## config.mk

```make
export PLATFORM = sky130hd
export DESIGN_NAME = vip_raw8_pattern_gen
export DESIGN_NICKNAME = d
export VERILOG_FILES = /design/src/rtl/vip_raw8_pattern_gen.sv
export SDC_FILE = /design/constraint.sdc
export NUM_CORES = 1
export LEC_CHECK = 0
export BUFFER_PORTS_ARGS = -buffer_cell sky130_fd_sc_hd__buf_4
export CELL_PAD_IN_SITES_DETAIL_PLACEMENT = 1
export CELL_PAD_IN_SITES_GLOBAL_PLACEMENT = 1
export CORE_MARGIN = 8
export CORE_UTILIZATION = 34
export CTS_CLUSTER_DIAMETER = 200
export DETAILED_ROUTE_END_ITERATION = 10
export PLACE_DENSITY = 0.61
export SLEW_MARGIN = 10
export SYNTH_ARGS = -nofsm -noshare
export SYNTH_HDL_FRONTEND = slang
export SYNTH_SLANG_ARGS = --single-unit
```

## constraint.sdc

```tcl
create_clock -name clk -period 5 [get_ports clk]
set_input_delay 0.25 -clock clk [delete_from_list [all_inputs] [get_ports clk]]
set_output_delay 0.25 -clock clk [all_outputs]
set_load 0.1 [all_outputs]
```

## src/rtl/vip_raw8_pattern_gen.sv

```systemverilog
// vip_raw8_pattern_gen
// Synthetic Bayer (BGGR) RAW8 sensor source with sensor-style vsync/href timing.
// It replaces the camera at the RAW8 input of the frame-difference pipeline for
// bring-up and self-test. Once started it runs frame after frame, and it only
// stops at a frame boundary.
//
// Ports
//   clk              : pixel clock
//   rst_n            : synchronous reset, active low
//   enable           : run request; sampled in IDLE to start, and at end of frame to continue
//   pattern_sel[1:0] : 0 colour bars, 1 gradient, 2 moving box, 3 flat; latched at frame start
//   post_frame_vsync : vsync, active high, for the first VSYNC_LEN lines of a frame
//   post_frame_href  : line valid, active high, during active pixels
//   post_img_RAW[7:0]: Bayer pixel; 0 whenever href is low
//   frame_cnt[15:0]  : number of completed frames, wraps at 16 bits
module vip_raw8_pattern_gen #(
  parameter int IMG_HDISP = 640,
  parameter int IMG_VDISP = 480,
  parameter int H_BLANK   = 160,
  parameter int VSYNC_LEN = 3,
  parameter int V_BACK    = 17,
  parameter int V_FRONT   = 10,
  parameter int BOX_SIZE  = 32,
  parameter int BOX_STEP  = 8
) (
  input  logic        clk,
  input  logic        rst_n,
  input  logic        enable,
  input  logic [1:0]  pattern_sel,
  output logic        post_frame_vsync,
  output logic        post_frame_href,
  output logic [7:0]  post_img_RAW,
  output logic [15:0] frame_cnt
);

  localparam int H_TOTAL = IMG_HDISP + H_BLANK;
  localparam int V_TOTAL = VSYNC_LEN + V_BACK + IMG_VDISP + V_FRONT;
  localparam int HW      = $clog2(H_TOTAL);
  localparam int VW      = $clog2(V_TOTAL);
  localparam int BAR_W   = IMG_HDISP / 8;

  localparam logic [HW-1:0] H_MAX      = HW'(H_TOTAL - 1);
  localparam logic [HW-1:0] H_ACT      = HW'(IMG_HDISP);
  localparam logic [VW-1:0] V_MAX      = VW'(V_TOTAL - 1);
  localparam logic [VW-1:0] V_SYNC_END = VW'(VSYNC_LEN);
  localparam logic [VW-1:0] V_ACT_BEG  = VW'(VSYNC_LEN + V_BACK);
  localparam logic [VW-1:0] V_ACT_END  = VW'(VSYNC_LEN + V_BACK + IMG_VDISP);
  localparam logic [VW-1:0] BOX_Y      = VW'(IMG_VDISP / 2 - BOX_SIZE / 2);
  localparam logic [VW-1:0] BOX_Y_END  = VW'(IMG_VDISP / 2 - BOX_SIZE / 2 + BOX_SIZE);

  typedef enum logic {IDLE = 1'b0, RUN = 1'b1} state_t;

  state_t          state_reg, state_next;
  logic [HW-1:0]   h_cnt_reg, h_cnt_next;
  logic [VW-1:0]   v_cnt_reg, v_cnt_next;
  logic [HW-1:0]   box_x_reg, box_x_next;
  logic [15:0]     frame_cnt_reg, frame_cnt_next;
  logic [1:0]      pat_reg, pat_next;
  logic            vsync_reg, vsync_next;
  logic            href_reg, href_next;
  logic [7:0]      raw_reg, raw_next;

  // One comparator per bar boundary; the bar index is how many boundaries x has passed.
  logic [6:0]      bar_ge;
  genvar gi;
  generate
    for (gi = 1; gi < 8; gi++) begin : g_bar
      assign bar_ge[gi-1] = (h_cnt_reg >= HW'(gi * BAR_W));
    end
  endgenerate

  // One extra bit so box_x + BOX_SIZE (or + BOX_STEP + BOX_SIZE) cannot overflow.
  logic [HW:0] box_x_end;
  logic [HW:0] box_x_probe;
  assign box_x_end   = {1'b0, box_x_reg} + (HW+1)'(BOX_SIZE);
  assign box_x_probe = {1'b0, box_x_reg} + (HW+1)'(BOX_STEP + BOX_SIZE);

  // State and data registers
  always_ff @(posedge clk) begin
    if (!rst_n) begin
      state_reg     <= IDLE;
      h_cnt_reg     <= '0;
      v_cnt_reg     <= '0;
      box_x_reg     <= '0;
      frame_cnt_reg <= '0;
      pat_reg       <= '0;
      vsync_reg     <= 1'b0;
      href_reg      <= 1'b0;
      raw_reg       <= '0;
    end else begin
      state_reg     <= state_next;
      h_cnt_reg     <= h_cnt_next;
      v_cnt_reg     <= v_cnt_next;
      box_x_reg     <= box_x_next;
      frame_cnt_reg <= frame_cnt_next;
      pat_reg       <= pat_next;
      vsync_reg     <= vsync_next;
      href_reg      <= href_next;
      raw_reg       <= raw_next;
    end
  end

  // Next-state: raster counters, frame-boundary bookkeeping, pattern latch
  always_comb begin
    state_next     = state_reg;
    h_cnt_next     = h_cnt_reg;
    v_cnt_next     = v_cnt_reg;
    box_x_next     = box_x_reg;
    frame_cnt_next = frame_cnt_reg;
    pat_next       = pat_reg;
    case (state_reg)
      IDLE: begin
        h_cnt_next = '0;
        v_cnt_next = '0;
        if (enable) state_next = RUN;
      end
      RUN: begin
        if (h_cnt_reg == '0 && v_cnt_reg == '0) pat_next = pattern_sel;
        if (h_cnt_reg == H_MAX) begin
          h_cnt_next = '0;
          if (v_cnt_reg == V_MAX) begin
            // End of frame: enable is only honoured here, so frames are never cut short.
            v_cnt_next     = '0;
            frame_cnt_next = frame_cnt_reg + 16'd1;
            if (box_x_probe > (HW+1)'(IMG_HDISP)) box_x_next = '0;
            else                                  box_x_next = box_x_reg + HW'(BOX_STEP);
            state_next     = enable ? RUN : IDLE;
          end else begin
            v_cnt_next = v_cnt_reg + 1'b1;
          end
        end else begin
          h_cnt_next = h_cnt_reg + 1'b1;
        end
      end
      default: state_next = IDLE;
    endcase
  end

  // Outputs: sync and pixel values for the current counters, registered one cycle later
  always_comb begin
    logic [VW-1:0] y_pix;
    logic [2:0]    bar_idx;
    logic          site_on;
    vsync_next = 1'b0;
    href_next  = 1'b0;
    raw_next   = '0;
    y_pix      = v_cnt_reg - V_ACT_BEG;
    bar_idx    = 3'd0;
    for (int i = 0; i < 7; i++) bar_idx = bar_idx + {2'b00, bar_ge[i]};
    // Bar colours in order white..black give R = ~bar[1], G = ~bar[2], B = ~bar[0].
    case ({y_pix[0], h_cnt_reg[0]})
      2'b00:   site_on = ~bar_idx[0];
      2'b11:   site_on = ~bar_idx[1];
      default: site_on = ~bar_idx[2];
    endcase
    if (state_reg == RUN) begin
      vsync_next = (v_cnt_reg < V_SYNC_END);
      href_next  = (v_cnt_reg >= V_ACT_BEG) && (v_cnt_reg < V_ACT_END) && (h_cnt_reg < H_ACT);
      if (href_next) begin
        case (pat_reg)
          2'd0: raw_next = {8{site_on}};
          2'd1: raw_next = 8'(h_cnt_reg);
          2'd2: raw_next = ((h_cnt_reg >= box_x_reg) && ({1'b0, h_cnt_reg} < box_x_end) &&
                            (y_pix >= BOX_Y) && (y_pix < BOX_Y_END)) ? 8'd240 : 8'd16;
          default: raw_next = 8'h80;
        endcase
      end
    end
  end

  assign post_frame_vsync = vsync_reg;
  assign post_frame_href  = href_reg;
  assign post_img_RAW     = raw_reg;
  assign frame_cnt        = frame_cnt_reg;

endmodule

```

==> results.json, run 1 <==
{
  "synth_cells": 381,
  "power_density_mw_per_mm2": 212.2,
  "drc": 0,
  "fin_cells": 534,
  "max-vdd-ir-drop_uv": 148.7,
  "min_period_over_period_pct": 86.36,
  "cts.clk_slew.worst_paths_ns": 0.11,
  "finalSetupTns_ns": 0,
  "p_sw_uw": 190.7,
  "syn_nets": 413,
  "p_seq_share_pct": 56.0,
  "ys_ff_latch": 55,
  "postCtsSetupBuffers": 0,
  "wl_per_cell_um": 15.95,
  "grt_setup_unrepaired": "false",
  "slew_viol_final": 0,
  "placed_cells": 526,
  "grt_use_total_pct": 13.65,
  "intPower_uw": 603.7,
  "clock_sinks": 55,
  "cp.required_ns": 5.21,
  "synth_flop_cell": "dfxtp_1",
  "clockBufferDepth": 2,
  "cts_root_buf": "clkbuf_8",
  "grt_pass1_wl_um": 14660,
  "synth-async-reset-ratio_pct": 0,
  "dpl.hpwl_um": 6449,
  "num_antenna_cells": 0,
  "dieWidth_um": 115.2,
  "fin_worst_skew_ns": 0.01003,
  "dieArea_mm2": 0.01327,
  "crit_fanout": 13,
  "synth_area_mm2": 0.003347,
  "numCtsBuffers": 5,
  "drt_iter0_markers": 127,
  "largest_reg_flops": 16,
  "status": "finished, final reports clean",
  "clockPowerShare_pct": 39.9,
  "cts_hold_buf": 0,
  "post-route-util_pct": 38.66,
  "avgViaCountPerCell": 5.187,
  "fmax_mhz": 231.6,
  "grt_overflow": 0,
  "core_mm2": 0.009684,
  "ys_warn_count": 0,
  "crit_path_start_kind": "flop",
  "avgSynthCellArea_um2": 8.785,
  "nNetsFinal": 432,
  "vias": 2770,
  "cts_tree": "yes",
  "ant_nets": 0,
  "max_slew_margin_pct": 49.21,
  "die_h_um": 115.2,
  "power_frac_comb_pct": 4.1,
  "initial_core_util_pct": 34.56,
  "maxCapViolations": 0,
  "globalplace.congestion": 0.7430,
  "grt_pass1_vias": 2886,
  "cts_resized": 0,
  "syn_to_final_growth_pct": 11.85,
  "worstPathArrival_ns": 4.53,
  "h-tree-depth": 2,
  "io_buffers": 30,
  "setup_viol": 0,
  "num_rows": 36,
  "swShare_pct": 24.00,
  "clk_latency_ns": 0.32,
  "antenna_found_initial": 0,
  "worstSetupEndpointType": "flop",
  "critPathKind": "reg -> reg",
  "drt_wl_total_um": 8515,
  "fin_crit_ns": 4.318,
  "seq_area_frac_synth_pct": 32.90,
  "synth_cell_types": 59,
  "nFillCells": 1174,
  "grt_max_degree": 29,
  "synth_edf_count": 0,
  "hold_path.class": "in -> reg",
  "hold_viol_final": 0,
  "tightest_slew_ns": 0.7577,
  "leakage_uw": 0.001504,
  "drive_gt1_share_pct": 14.21,
  "ios": 31,
  "dr.pass1.iters": 4
}
-- synthesized netlist by cell type, types with 3 or more instances --
cell       n  area share, %
or3_1      3           0.56
nand3_1   20            3.0
and4_1     4            1.0
and3_1     6            1.1
nor2b_1   10            1.9
buf_2      4           0.60
nand2_1   30            3.4
nor2_1    27            3.0
and2_1    13            2.4
a21oi_1   19            2.8
buf_6      3            1.0
o21a_1     3           0.67
xnor2_1   22            5.8
o21ai_1    3           0.45
a22o_1     3           0.79
buf_4      4           0.90
nor4_1     6            1.1
fa_1       4            2.4
a211oi_1   4           0.90
inv_1     18            2.0
nor4_2     8            3.0
nand2b_1   5           0.93
o21ai_0   13            1.9
clkbuf_1   6           0.67
ha_1      23            8.6
a21o_1     3           0.67
dfxtp_1   55             33
nand4_1    9            1.7
mux2i_1    5            1.5
xor2_1     9            2.4
nor3_1     6           0.90
-- final cells by class --
cell class                 instances  area (um^2)  share of cell area (%)
tap                              133        166.4                   4.445
timing repair buffer              30        225.2                   6.016
clock buffer                       5        68.82                   1.838
clock inverter                     3        46.29                   1.237
sequential                        55         1101                   29.41
inverter                          18        67.56                   1.805
multi-input combinational        290         2068                   55.25
-- stage by stage --
step | setup slack, ns | cell area [um^2] | hold WS [ns] | power [uW]
global route | 0.3861 | 3744 | 0.1548 | 825.9
detailed placement | 0.6736 | 3628 | 0.4742 | 487.7
finish | 0.6818 | 3744 | 0.1485 | 794.4
CTS | 0.6587 | 3744 | 0.1443 | 807.0
floorplan | 1.113 | 3347 | 0.3738 | 477.1
global placement | 0.8363 | 3628 | 0.4598 | 487.0
-- power groups by stage --
| stage | Clock [uW] | Sequential, uW | Combinational, uW |
|---|---|---|---|
| after global routing | 344 | 445 | 36.7 |
| after floorplan | 0 | 456 | 21.5 |
| final | 317 | 445 | 32.5 |
| after global placement | 0 | 455 | 32.2 |
| after detailed placement | 0 | 455 | 33.1 |
| after CTS | 329 | 445 | 33.2 |
-- cells by family (layout without fill, tap and decap cells) --
| family | count (synthesis) | after routing | share of synthesized area (%) |
|---|---|---|---|
| AOI/OAI and AO/OA | 66 | 66 | 12.75 |
| xor gates and xnor gates | 31 | 31 | 8.112 |
| DFF | 55 | 55 | 32.90 |
| and+or+nand+nor | 161 | 161 | 28.45 |
| muxes | 5 | 5 | 1.495 |
| buffers and inverters | 36 | 56 | 5.308 |
| adders and majority gates | 27 | 27 | 10.99 |
-- worst paths after layout --
kind	startpoint	end	slack [ns]	depth (start not counted)
setup / recovery	h_cnt_reg[5]	post_img_RAW[7]	0.68	11
hold / removal	enable	state_reg	0.15	2
setup reg to reg	h_cnt_reg[5]	post_img_RAW[7]	0.68	11
hold reg to reg	frame_cnt[15]	frame_cnt[15]	0.48	2
-- layout by cell type (no fill, tap or decap), types with 6 or more instances in the layout --
| cell | netlist | layout |
|---|---|---|
| nand2_1 | 30 | 30 |
| dfxtp_1 | 55 | 55 |
| nand4_1 | 9 | 9 |
| o21ai_0 | 13 | 13 |
| inv_1 | 18 | 18 |
| and3_1 | 6 | 6 |
| xnor2_1 | 22 | 22 |
| ha_1 | 23 | 23 |
| a21oi_1 | 19 | 19 |
| buf_4 | 4 | 30 |
| nand3_1 | 20 | 20 |
| nor3_1 | 6 | 6 |
| nor4_2 | 8 | 8 |
| and2_1 | 13 | 13 |
| nor4_1 | 6 | 6 |
| nor2b_1 | 10 | 10 |
| nor2_1 | 27 | 27 |
| xor2_1 | 9 | 9 |
-- routing by layer --
| layer | part of all wire [%] | global-route usage [%] | vias up |
|---|---|---|---|
| met5 | 0 | 0 | - |
| met4 | 0.69 | 2.890 | 0 |
| met3 | 2.4 | 2.416 | 7 |
| met2 | 48 | 22.80 | 18 |
| met1 | 49 | 17.89 | 1368 |
| li1 | - | - | 1377 |
-- critical path, stage by stage (launching register included) --
cell and delay [ns]:
dfxtp_1 0.64, o21ai_0 0.17, and3b_1 0.23, fa_1 0.52, fa_1 0.58, inv_1 0.06, fa_1 0.43, fa_1 0.50
nor2b_1 0.05, o31ai_1 0.64, o41a_1 0.31, a21oi_1 0.08
Note: power is estimated with default switching activity, not from simulation.
==> run 2: changes to the inputs <==
- PLACE_DENSITY: 0.61 -> not set
- PLACE_DENSITY_LB_ADDON: not set -> 0.1
==> run 2 against run 1 <==
Net effect:
- non-clock buffer count is 1 higher
- sequential share of layout area about the same
- register-to-register slack better by 0.42 ns
- worst setup slack gained 0.42 ns
- critical path type unchanged
- clock skew down 0.00062 ns
- cell area barely moved
- hold slack worse by 0.0024 ns
- clock power down 6%
- sequential power barely moved
- maximum frequency grew 11%
- via count shrank 0.79%
- total power shrank 2.1%
==> results.json, run 2 (synthesized netlist as in run 1, its figures left out) <==
{
  "grt_setup_unrepaired": "false",
  "clock_sinks": 55,
  "drive_gt1_share_pct": 14.21,
  "cp.required_ns": 5.19,
  "max-vdd-ir-drop_uv": 145.3,
  "worstSetupEndpointType": "flop",
  "nFillCells": 1165,
  "tightest_slew_ns": 0.7308,
  "grt_pass1_wl_um": 14410,
  "total_power_uw": 778.1,
  "cp-endpoint": "post_img_RAW[7]",
  "grt_max_degree": 29,
  "worstPathArrival_ns": 4.08,
  "globalplace.congestion": 0.8101,
  "fmax_mhz": 256.7,
  "postCtsSetupBuffers": 0,
  "max_slew_margin_pct": 51.14,
  "vias": 2748,
  "fin_cells": 534,
  "wl_per_cell_um": 16.03,
  "finalSetupTns_ns": 0,
  "min_period_over_period_pct": 77.92,
  "grt_overflow": 0,
  "fin_crit_ns": 3.896,
  "reg2reg_slack_ns": 1.10,
  "syn_to_final_growth_pct": 11.81,
  "drc": 0,
  "avgViaCountPerCell": 5.146,
  "setup_viol": 0,
  "antenna_found_initial": 0,
  "die_h_um": 115.2,
  "multiInputGateArea_mm2": 0.002068,
  "nNetsFinal": 433,
  "leakage_uw": 0.001505,
  "dieWidth_um": 115.2,
  "num_antenna_cells": 0,
  "cts.clk_slew.worst_paths_ns": 0.11,
  "regArea_mm2": 0.001101,
  "timing.hold.ws_ns": 0.1461,
  "largest_reg_flops": 16,
  "dieArea_mm2": 0.01327,
  "placed_cells": 527,
  "critPathKind": "reg -> reg",
  "drt_wl_total_um": 8558,
  "status": "finished, final reports clean",
  "slew_viol_final": 0,
  "power_density_mw_per_mm2": 207.9,
  "final_cell_mix": "dfxtp_1 (55), buf_4 (31), nand2_1 (30), nor2_1 (27), ha_1 (23)",
  "crit_path_start_kind": "flop",
  "num_rows": 36,
  "initial_core_util_pct": 34.56,
  "hold_path.class": "in -> reg",
  "grt_pass1_vias": 2860,
  "grt_use_total_pct": 13.56,
  "fin_worst_skew_ns": 0.009411,
  "rr_startpoint": "h_cnt_reg[5]",
  "ios": 31,
  "io_buffers": 30,
  "hold_viol_final": 0,
  "clk_latency_ns": 0.31,
  "crit_fanout": 13,
  "maxCapViolations": 0,
  "clockBufferDepth": 2,
  "fin_area_mm2": 0.003742,
  "core_mm2": 0.009684,
  "cts_root_buf": "clkbuf_8",
  "cts_resized": 0,
  "reg2reg_depth": 12,
  "drt_iter0_markers": 86,
  "dr.pass1.iters": 4,
  "place_area_mm2": 0.003636,
  "reg2reg_to": "post_img_RAW[7]",
  "dpl.hpwl_um": 6424,
  "h-tree-depth": 2,
  "cp-startpoint": "h_cnt_reg[5]",
  "ant_nets": 0,
  "layout_commonest_cell": "dfxtp_1",
  "cts_hold_buf": 0,
  "cts_tree": "yes",
  "numCtsBuffers": 5
}
## run 2: cell types whose count changed in the layout (fill, tap and decap cells not counted), sizes merged
cell / previous run / this run
buf: 30 / 31
inv: 19 / 18
## run 2: layout make-up
class / instances / share of cell area (%)
Multi-Input combinational cell: 290 / 55.27
Clock inverter: 2 / 1.003
Clock buffer: 5 / 1.839
Sequential cell: 55 / 29.42
Inverter: 18 / 1.805
Tap cell: 133 / 4.447
Timing Repair Buffer: 31 / 6.219
## run 2: power by group
part           switching, uW  internal, uW
Combinational           21.2          13.2
Clock                    152           147
Sequential              4.13           440
Total                    178           600
## run 2: stage by stage
step	utilization (%)	setup slack (ns)
finish	38.64	1.104
CTS	38.64	1.076
floorplan	-	1.113
detailed placement	37.55	1.102
global placement	37.55	1.234
global route	38.64	0.8221
## run 2: routing by layer
layer,wire [um],vias to the layer above,share of wire (%),global-route usage [%]
li1,-,1380,-,-
met1,4085,1333,48,17.23
met2,4170,31,49,23.07
met3,242,4,2.8,2.521
met4,59,0,0.69,3.240
met5,0,-,0,0
## run 2: worst min path at each step
stage,to,depth (start not counted),from,slack (ns)
floorplan,state_reg,1,enable,0.37
global placement,frame_cnt[15],2,frame_cnt[15],0.46
detailed placement,state_reg,2,enable,0.48
CTS,state_reg,2,enable,0.14
global route,state_reg,2,enable,0.14
finish,state_reg,2,enable,0.15
## run 2: worst max-delay path, stage by stage, from the launching register on
cell	delay [ns]
dfxtp_1	0.61
o21ai_0	0.16
and3b_1	0.23
fa_1	0.53
fa_1	0.55
inv_1	0.06
fa_1	0.43
fa_1	0.49
nor2b_1	0.05
o31ai_1	0.21
buf_4	0.18
o41a_1	0.19
a21oi_1	0.08
